[src/rtl/equiv_pkg.sv]
`default_nettype none
// equiv_pkg: shared types and constants for the equivalence-check controller.
// Rev 1.0
package equiv_pkg;

  typedef enum logic [2:0] {
    IDLE    = 3'd0,
    DRIVE   = 3'd1,
    SETTLE  = 3'd2,
    COMPARE = 3'd3,
    DONE    = 3'd4
  } state_t;

  typedef enum logic {
    SWEEP  = 1'b0,
    RANDOM = 1'b1
  } phase_t;

  localparam logic [15:0] DEFAULT_SEED = 16'hACE1;

endpackage
`default_nettype wire

[src/rtl/equiv_lfsr.sv]
`default_nettype none
// equiv_lfsr: 16-bit Galois LFSR, x^16+x^14+x^13+x^11+1, right-shifting.
// Rev 1.0
module equiv_lfsr
  import equiv_pkg::*;
#(
  parameter logic [15:0] RST_SEED = DEFAULT_SEED
) (
  input  logic        clk,
  input  logic        rst,
  input  logic        load,
  input  logic [15:0] seed,
  input  logic        adv,
  output logic [15:0] q
);

  localparam logic [15:0] c_TAPS = 16'hB400;

  logic [15:0] r_q;
  logic [15:0] w_seed;

  // An all-zero state would lock the register, so zero seeds fall back to the default.
  assign w_seed = (seed == 16'h0000) ? DEFAULT_SEED : seed;

  always_ff @(posedge clk or posedge rst) begin
    if (rst) begin
      r_q <= (RST_SEED == 16'h0000) ? DEFAULT_SEED : RST_SEED;
    end else if (load) begin
      r_q <= w_seed;
    end else if (adv) begin
      r_q <= {1'b0, r_q[15:1]} ^ (r_q[0] ? c_TAPS : 16'h0000);
    end
  end

  assign q = r_q;

endmodule
`default_nettype wire

[src/rtl/equiv_check_ctrl.sv]
`default_nettype none
// equiv_check_ctrl: drives exhaustive-then-LFSR stimulus into golden and netlist, counts mismatches.
// Rev 1.0
module equiv_check_ctrl
  import equiv_pkg::*;
#(
  parameter int          IN_W       = 2,
  parameter int          OUT_W      = 1,
  parameter int          SETTLE     = 1,
  parameter int          NUM_RANDOM = 500,
  parameter logic [15:0] LFSR_SEED  = 16'hACE1,
  parameter int          CNT_W      = 16
) (
  input  logic             clk,
  input  logic             rst,
  input  logic             start,
  input  logic [OUT_W-1:0] golden_i,
  input  logic [OUT_W-1:0] netlist_i,
  output logic [IN_W-1:0]  stim_o,
  output logic             busy,
  output logic             done,
  output logic             pass,
  output logic             mismatch_stb,
  output logic [CNT_W-1:0] mismatch_cnt,
  output logic [CNT_W-1:0] vec_cnt,
  output logic [IN_W-1:0]  first_fail
);

  localparam int SET_W = (SETTLE > 1) ? $clog2(SETTLE) : 1;
  localparam int RND_W = (NUM_RANDOM > 1) ? $clog2(NUM_RANDOM) : 1;

  localparam logic [15:0]      c_SEED        = (LFSR_SEED == 16'h0000) ? DEFAULT_SEED : LFSR_SEED;
  localparam logic [SET_W-1:0] c_SETTLE_LAST = SET_W'(SETTLE - 1);
  localparam logic [RND_W-1:0] c_RND_LAST    = RND_W'((NUM_RANDOM > 0) ? NUM_RANDOM - 1 : 0);
  localparam logic [IN_W-1:0]  c_SWEEP_LAST  = {IN_W{1'b1}};
  localparam logic [CNT_W-1:0] c_CNT_MAX     = {CNT_W{1'b1}};

  // The SETTLE parameter hides the imported state name, so states are always package-qualified.
  state_t            r_state;
  state_t            w_next_state;
  phase_t            r_phase;
  logic [IN_W-1:0]   r_idx;
  logic [RND_W-1:0]  r_rnd_cnt;
  logic [SET_W-1:0]  r_set_cnt;
  logic [IN_W-1:0]   r_stim;
  logic [CNT_W-1:0]  r_vec_cnt;
  logic [CNT_W-1:0]  r_mis_cnt;
  logic [IN_W-1:0]   r_first_fail;

  logic [15:0]       w_lfsr_q;
  logic              w_lfsr_load;
  logic              w_lfsr_adv;
  logic [IN_W-1:0]   w_vector;
  logic              w_mismatch;
  logic              w_start_ok;
  logic              w_last_vec;

  equiv_lfsr #(
    .RST_SEED (c_SEED)
  ) u_lfsr (
    .clk  (clk),
    .rst  (rst),
    .load (w_lfsr_load),
    .seed (c_SEED),
    .adv  (w_lfsr_adv),
    .q    (w_lfsr_q)
  );

  assign w_start_ok  = start && ((r_state == equiv_pkg::IDLE) || (r_state == equiv_pkg::DONE));
  assign w_lfsr_load = w_start_ok;
  assign w_lfsr_adv  = (r_state == equiv_pkg::DRIVE) && (r_phase == RANDOM);
  assign w_vector    = (r_phase == SWEEP) ? r_idx : IN_W'(w_lfsr_q);

  // Case inequality so that any X/Z on either side is reported as a mismatch in simulation.
  assign w_mismatch  = (golden_i !== netlist_i);

  assign w_last_vec  = (r_phase == SWEEP) ? ((r_idx == c_SWEEP_LAST) && (NUM_RANDOM == 0))
                                          : (r_rnd_cnt == c_RND_LAST);

  always_ff @(posedge clk or posedge rst) begin
    if (rst) begin
      r_state <= equiv_pkg::IDLE;
    end else begin
      r_state <= w_next_state;
    end
  end

  always_comb begin
    w_next_state = r_state;
    case (r_state)
      equiv_pkg::IDLE, equiv_pkg::DONE: begin
        if (start) w_next_state = equiv_pkg::DRIVE;
      end
      equiv_pkg::DRIVE:   w_next_state = equiv_pkg::SETTLE;
      equiv_pkg::SETTLE: begin
        if (r_set_cnt == '0) w_next_state = equiv_pkg::COMPARE;
      end
      equiv_pkg::COMPARE: w_next_state = w_last_vec ? equiv_pkg::DONE : equiv_pkg::DRIVE;
      default:            w_next_state = equiv_pkg::IDLE;
    endcase
  end

  always_comb begin
    busy         = 1'b0;
    done         = 1'b0;
    pass         = 1'b0;
    mismatch_stb = 1'b0;
    case (r_state)
      equiv_pkg::DRIVE, equiv_pkg::SETTLE: busy = 1'b1;
      equiv_pkg::COMPARE: begin
        busy         = 1'b1;
        mismatch_stb = w_mismatch;
      end
      equiv_pkg::DONE: begin
        done = 1'b1;
        pass = (r_mis_cnt == '0);
      end
      default: ;
    endcase
  end

  always_ff @(posedge clk or posedge rst) begin
    if (rst) begin
      r_phase      <= SWEEP;
      r_idx        <= '0;
      r_rnd_cnt    <= '0;
      r_set_cnt    <= '0;
      r_stim       <= '0;
      r_vec_cnt    <= '0;
      r_mis_cnt    <= '0;
      r_first_fail <= '0;
    end else begin
      case (r_state)
        equiv_pkg::IDLE, equiv_pkg::DONE: begin
          if (start) begin
            r_phase      <= SWEEP;
            r_idx        <= '0;
            r_rnd_cnt    <= '0;
            r_vec_cnt    <= '0;
            r_mis_cnt    <= '0;
            r_first_fail <= '0;
          end
        end
        equiv_pkg::DRIVE: begin
          r_stim    <= w_vector;
          r_set_cnt <= c_SETTLE_LAST;
        end
        equiv_pkg::SETTLE: begin
          if (r_set_cnt != '0) r_set_cnt <= r_set_cnt - 1'b1;
        end
        equiv_pkg::COMPARE: begin
          r_vec_cnt <= r_vec_cnt + 1'b1;
          if (w_mismatch) begin
            if (r_mis_cnt != c_CNT_MAX) r_mis_cnt <= r_mis_cnt + 1'b1;
            if (r_mis_cnt == '0) r_first_fail <= r_stim;
          end
          if (r_phase == SWEEP) begin
            if (r_idx == c_SWEEP_LAST) r_phase <= RANDOM;
            else                       r_idx   <= r_idx + 1'b1;
          end else begin
            r_rnd_cnt <= r_rnd_cnt + 1'b1;
          end
        end
        default: ;
      endcase
    end
  end

  assign stim_o       = r_stim;
  assign mismatch_cnt = r_mis_cnt;
  assign vec_cnt      = r_vec_cnt;
  assign first_fail   = r_first_fail;

endmodule
`default_nettype wire

[config.mk]
export PLATFORM = sky130hd
export DESIGN_NAME = equiv_check_ctrl
export DESIGN_NICKNAME = d
export VERILOG_FILES = /design/src/rtl/equiv_pkg.sv /design/src/rtl/equiv_lfsr.sv /design/src/rtl/equiv_check_ctrl.sv
export SDC_FILE = /design/constraint.sdc
export NUM_CORES = 1
export LEC_CHECK = 0
export CAP_MARGIN = 20
export CORE_ASPECT_RATIO = 0.9
export CORE_MARGIN = 4
export CORE_UTILIZATION = 30
export CTS_CLUSTER_DIAMETER = 120
export CTS_CLUSTER_SIZE = 12
export DETAILED_ROUTE_END_ITERATION = 8
export GPL_TIMING_DRIVEN = 0
export PLACE_DENSITY = 0.47
export SETUP_SLACK_MARGIN = 0.15
export SLEW_MARGIN = 20
export SYNTH_ARGS = -nofsm -noshare
export SYNTH_HDL_FRONTEND = slang
export SYNTH_SLANG_ARGS = --single-unit
[constraint.sdc]
create_clock -name clk -period 6.9 [get_ports clk]
set_input_delay 1.725 -clock clk [delete_from_list [all_inputs] [get_ports clk]]
set_output_delay 1.725 -clock clk [all_outputs]
set_load 0.005 [all_outputs]
==> impl_metrics.py <==
metrics = {
    "final_layout": {
        "final_layout_size_suffix_gt1_share_pct": 8.06,
        "final_util_pct": 38.8,
        "regArea_um2": 1690,
        "nFillCells": 1122,
        "multi_input_area_um2": 1530,
        "antenna_cells": 0,
        "fin_nets": 427,
        "area_growth_pct": 26.5,
    },
    "clock_network": {
        "cts_setup_buffers": 0,
        "postCtsHoldBufs": 0,
        "cts_tree": "built",
        "cts_resized": 0,
        "clk_latency_ns": 0.33,
        "htree_levels": 3,
        "cts_made_buffers": 9,
        "clockBufferDepth": 2,
        "cts_root_buf": "clkbuf_16",
        "clk_pin_slew_ns": 0.05,
        "cts_sinks": 67,
    },
    "detailed_routing": {
        "ant_nets": 0,
        "vias": 2814,
        "wl_per_cell_um": 15.3,
        "firstDrtPassIters": 5,
        "via_per_inst": 5.07,
        "drtIter0Drc": 136,
        "drc": 0,
        "wl_um": 8510,
    },
    "global_routing": {
        "gr-total-overflow": 0,
        "track_usage_pct": 14.4,
        "grt_pass1_wl_um": 14500,
        "first_global_vias": 2771,
        "grt_max_degree": 36,
        "antenna_found_initial": 0,
    },
    "sta": {
        "grt_setup_unrepaired": "false",
        "whs_ns": 0.453,
        "relSlewSlack_pct": 53.2,
        "tightestPinTransition_ns": 0.696,
        "layout_min_cycle_time_ns": 5.09,
        "tns_ns": 0,
        "fin_worst_skew_ns": 0.00609,
        "setup_violations": 0,
        "min_period_over_period_pct": 73.8,
        "final-hold-violation-count": 0,
        "fmax_mhz": 196,
        "drv_slew": 0,
    },
    "setup_path": {
        "crit_required_ns": 5.18,
        "max_stage_delay_ns": 0.46,
        "worst-path-buf-inv": 4,
        "crit_type": "in2out",
        "crit_fanout": 9,
        "crit_path_top_delay_cell": "clkdlybuf4s50_1",
        "path_cells": "clkdlybuf4s50_1 -> xnor2_1 -> nand2b_1 -> buf_2 -> inv_2 -> clkdlybuf4s50_1",
        "cp_common_cell": "clkdlybuf4s50_1",
        "cp.arrival_ns": 3.37,
        "cpLargestDelayFamily": "buffers and inverters",
        "cp-start-kind": "input port",
        "crit_path_end_kind": "primary output",
    },
    "placed_design": {
        "dp.final_hpwl_um": 5920,
        "routabilityCongestion": 0.769,
        "io_buffers": 44,
    },
    "power_and_ir_drop": {
        "p_per_area_nw_per_um2": 350,
        "ir_drop_mv": 0.180,
        "p_total_w": 0.00147,
        "p_leak_nw": 1.77,
    },
    "synth": {
        "synth_ff_type": "dfrtp_1",
        "syn_avg_cell_area_um2": 9.19,
        "ys_types": 51,
        "syn-num-nets": 371,
        "synth_common_cells": "67 x nand2_1, 59 x dfrtp_1, 33 x o21ai_0, 29 x nor2_1, 24 x nand3_1",
        "synth_cells": 361,
        "yosysTopAreaCell": "dfrtp_1",
        "ys_seq_elements": 67,
        "synth_edf_count": 0,
        "ys_top_cells_by_area": "dfrtp_1 44%, nand2_1 7.6%, dfstp_2 6.3%, o21ai_0 5.0%, nand3_1 3.6%",
        "synthArstFlopShare_pct": 100,
        "synth.most_common_cell": "nand2_1",
        "yosysSeqAreaShare_pct": 50.8,
        "yosysWarnings": 0,
        "synth_area_um2": 3320,
        "synth_top_area_share_pct": 44.5,
    },
    "floorplanning": {
        "die_width_um": 119,
        "core_um2": 10800,
        "die_h_um": 108,
        "dieArea_um2": 12800,
        "pin_count": 45,
        "row_count": 36,
        "start_util_pct": 30.7,
    },
    "hold_path": {
        "hp-class": "reg2reg",
    },
    "run_status": {
        "status": "completed",
    },
    "job": {
        "maxCapViolCount": 0,
    },
}
-- cells by family after synthesis --
| kind of cell | Yosys count | share of synthesized area [%] |
|---|---|---|
| buffers and inverters | 26 | 3.13 |
| multiplexers | 10 | 3.02 |
| XOR/XNOR | 12 | 3.17 |
| flip-flops | 67 | 50.8 |
| adder cells (fa/ha/maj) | 5 | 1.89 |
| AO/OA/AOI/OAI | 74 | 13.7 |
| AND/OR/NAND/NOR | 167 | 24.3 |
-- per-layer routing --
| layer | global-route usage (%) | wire length [um] |
|---|---|---|
| met2 | 21.6 | 3730 |
| met3 | 3.57 | 304 |
| met1 | 20.3 | 4370 |
| met5 | 0 | 0 |
| met4 | 4.55 | 109 |
-- registers in the layout (all words and copies together), names as in the netlist --
register      count
stim_o            2
vec_cnt          16
r_rnd_cnt         9
first_fail        2
r_idx             2
r_state           3
mismatch_cnt     16
r_phase           1
u_lfsr.q         16
-- worst paths after layout --
check | slack, ns | cells after the start | from | endpoint
min in group asynchronous | 1.76 | 2 | rst | stim_o[0]
worst min register to register | 0.45 | 2 | u_lfsr.q[6] | u_lfsr.q[5]
worst min-delay path | 0.45 | 2 | u_lfsr.q[6] | u_lfsr.q[5]
worst max-delay path | 1.81 | 6 | netlist_i | mismatch_stb
max in group asynchronous | 4.59 | 3 | rst | vec_cnt[15]
worst max register to register | 4.73 | 6 | mismatch_cnt[0] | mismatch_cnt[1]
-- worst reg2reg max path, cell delays in order (launching register included) --
cell and delay [ns]:
dfrtp_1 0.47, ha_1 0.27, nand3_2 0.13, or4_4 0.53, or2_0 0.23, buf_2 0.17, a32o_2 0.27
-- placed cells by master (no fill, tap or decap), types with 8 or more instances in the layout --
| master | instances |
|---|---|
| nor2_1 | 29 |
| dfstp_2 | 8 |
| nand4_1 | 10 |
| nand3_1 | 24 |
| a21oi_1 | 12 |
| clkbuf_16 | 9 |
| mux2i_1 | 10 |
| nand2_1 | 67 |
| o21ai_0 | 33 |
| inv_1 | 8 |
| clkbuf_1 | 17 |
| dfrtp_1 | 59 |
| clkdlybuf4s50_1 | 44 |
-- power by group --
group          internal, W  total, W  switching [W]
Sequential        0.000503  0.000586      0.0000830
Combinational     0.000205  0.000480       0.000275
Clock             0.000244  0.000404       0.000159
Total             0.000953   0.00147       0.000518
-- stage by stage --
stage | cells | worst slack [ns] | area (um2)
after floorplan | 361 | 2.94 | 3320
after global placement | 538 | 1.82 | 3930
after detailed placement | 539 | 1.82 | 3950
after CTS | 555 | 1.81 | 4200
after global routing | 555 | 1.76 | 4200
final | 555 | 1.81 | 4200
-- final cells by class --
type                    instances  share of cell area, %
flip-flops and latches         67                   40.2
multi-input cells             268                   36.4
repair buffers                 45                   11.0
clock buffers                  16                   5.99
well taps                     133                   3.96
plain buffers                  16                   1.58
inverters                      10                  0.954
No activity file was read; power rests on OpenSTA's default activity.
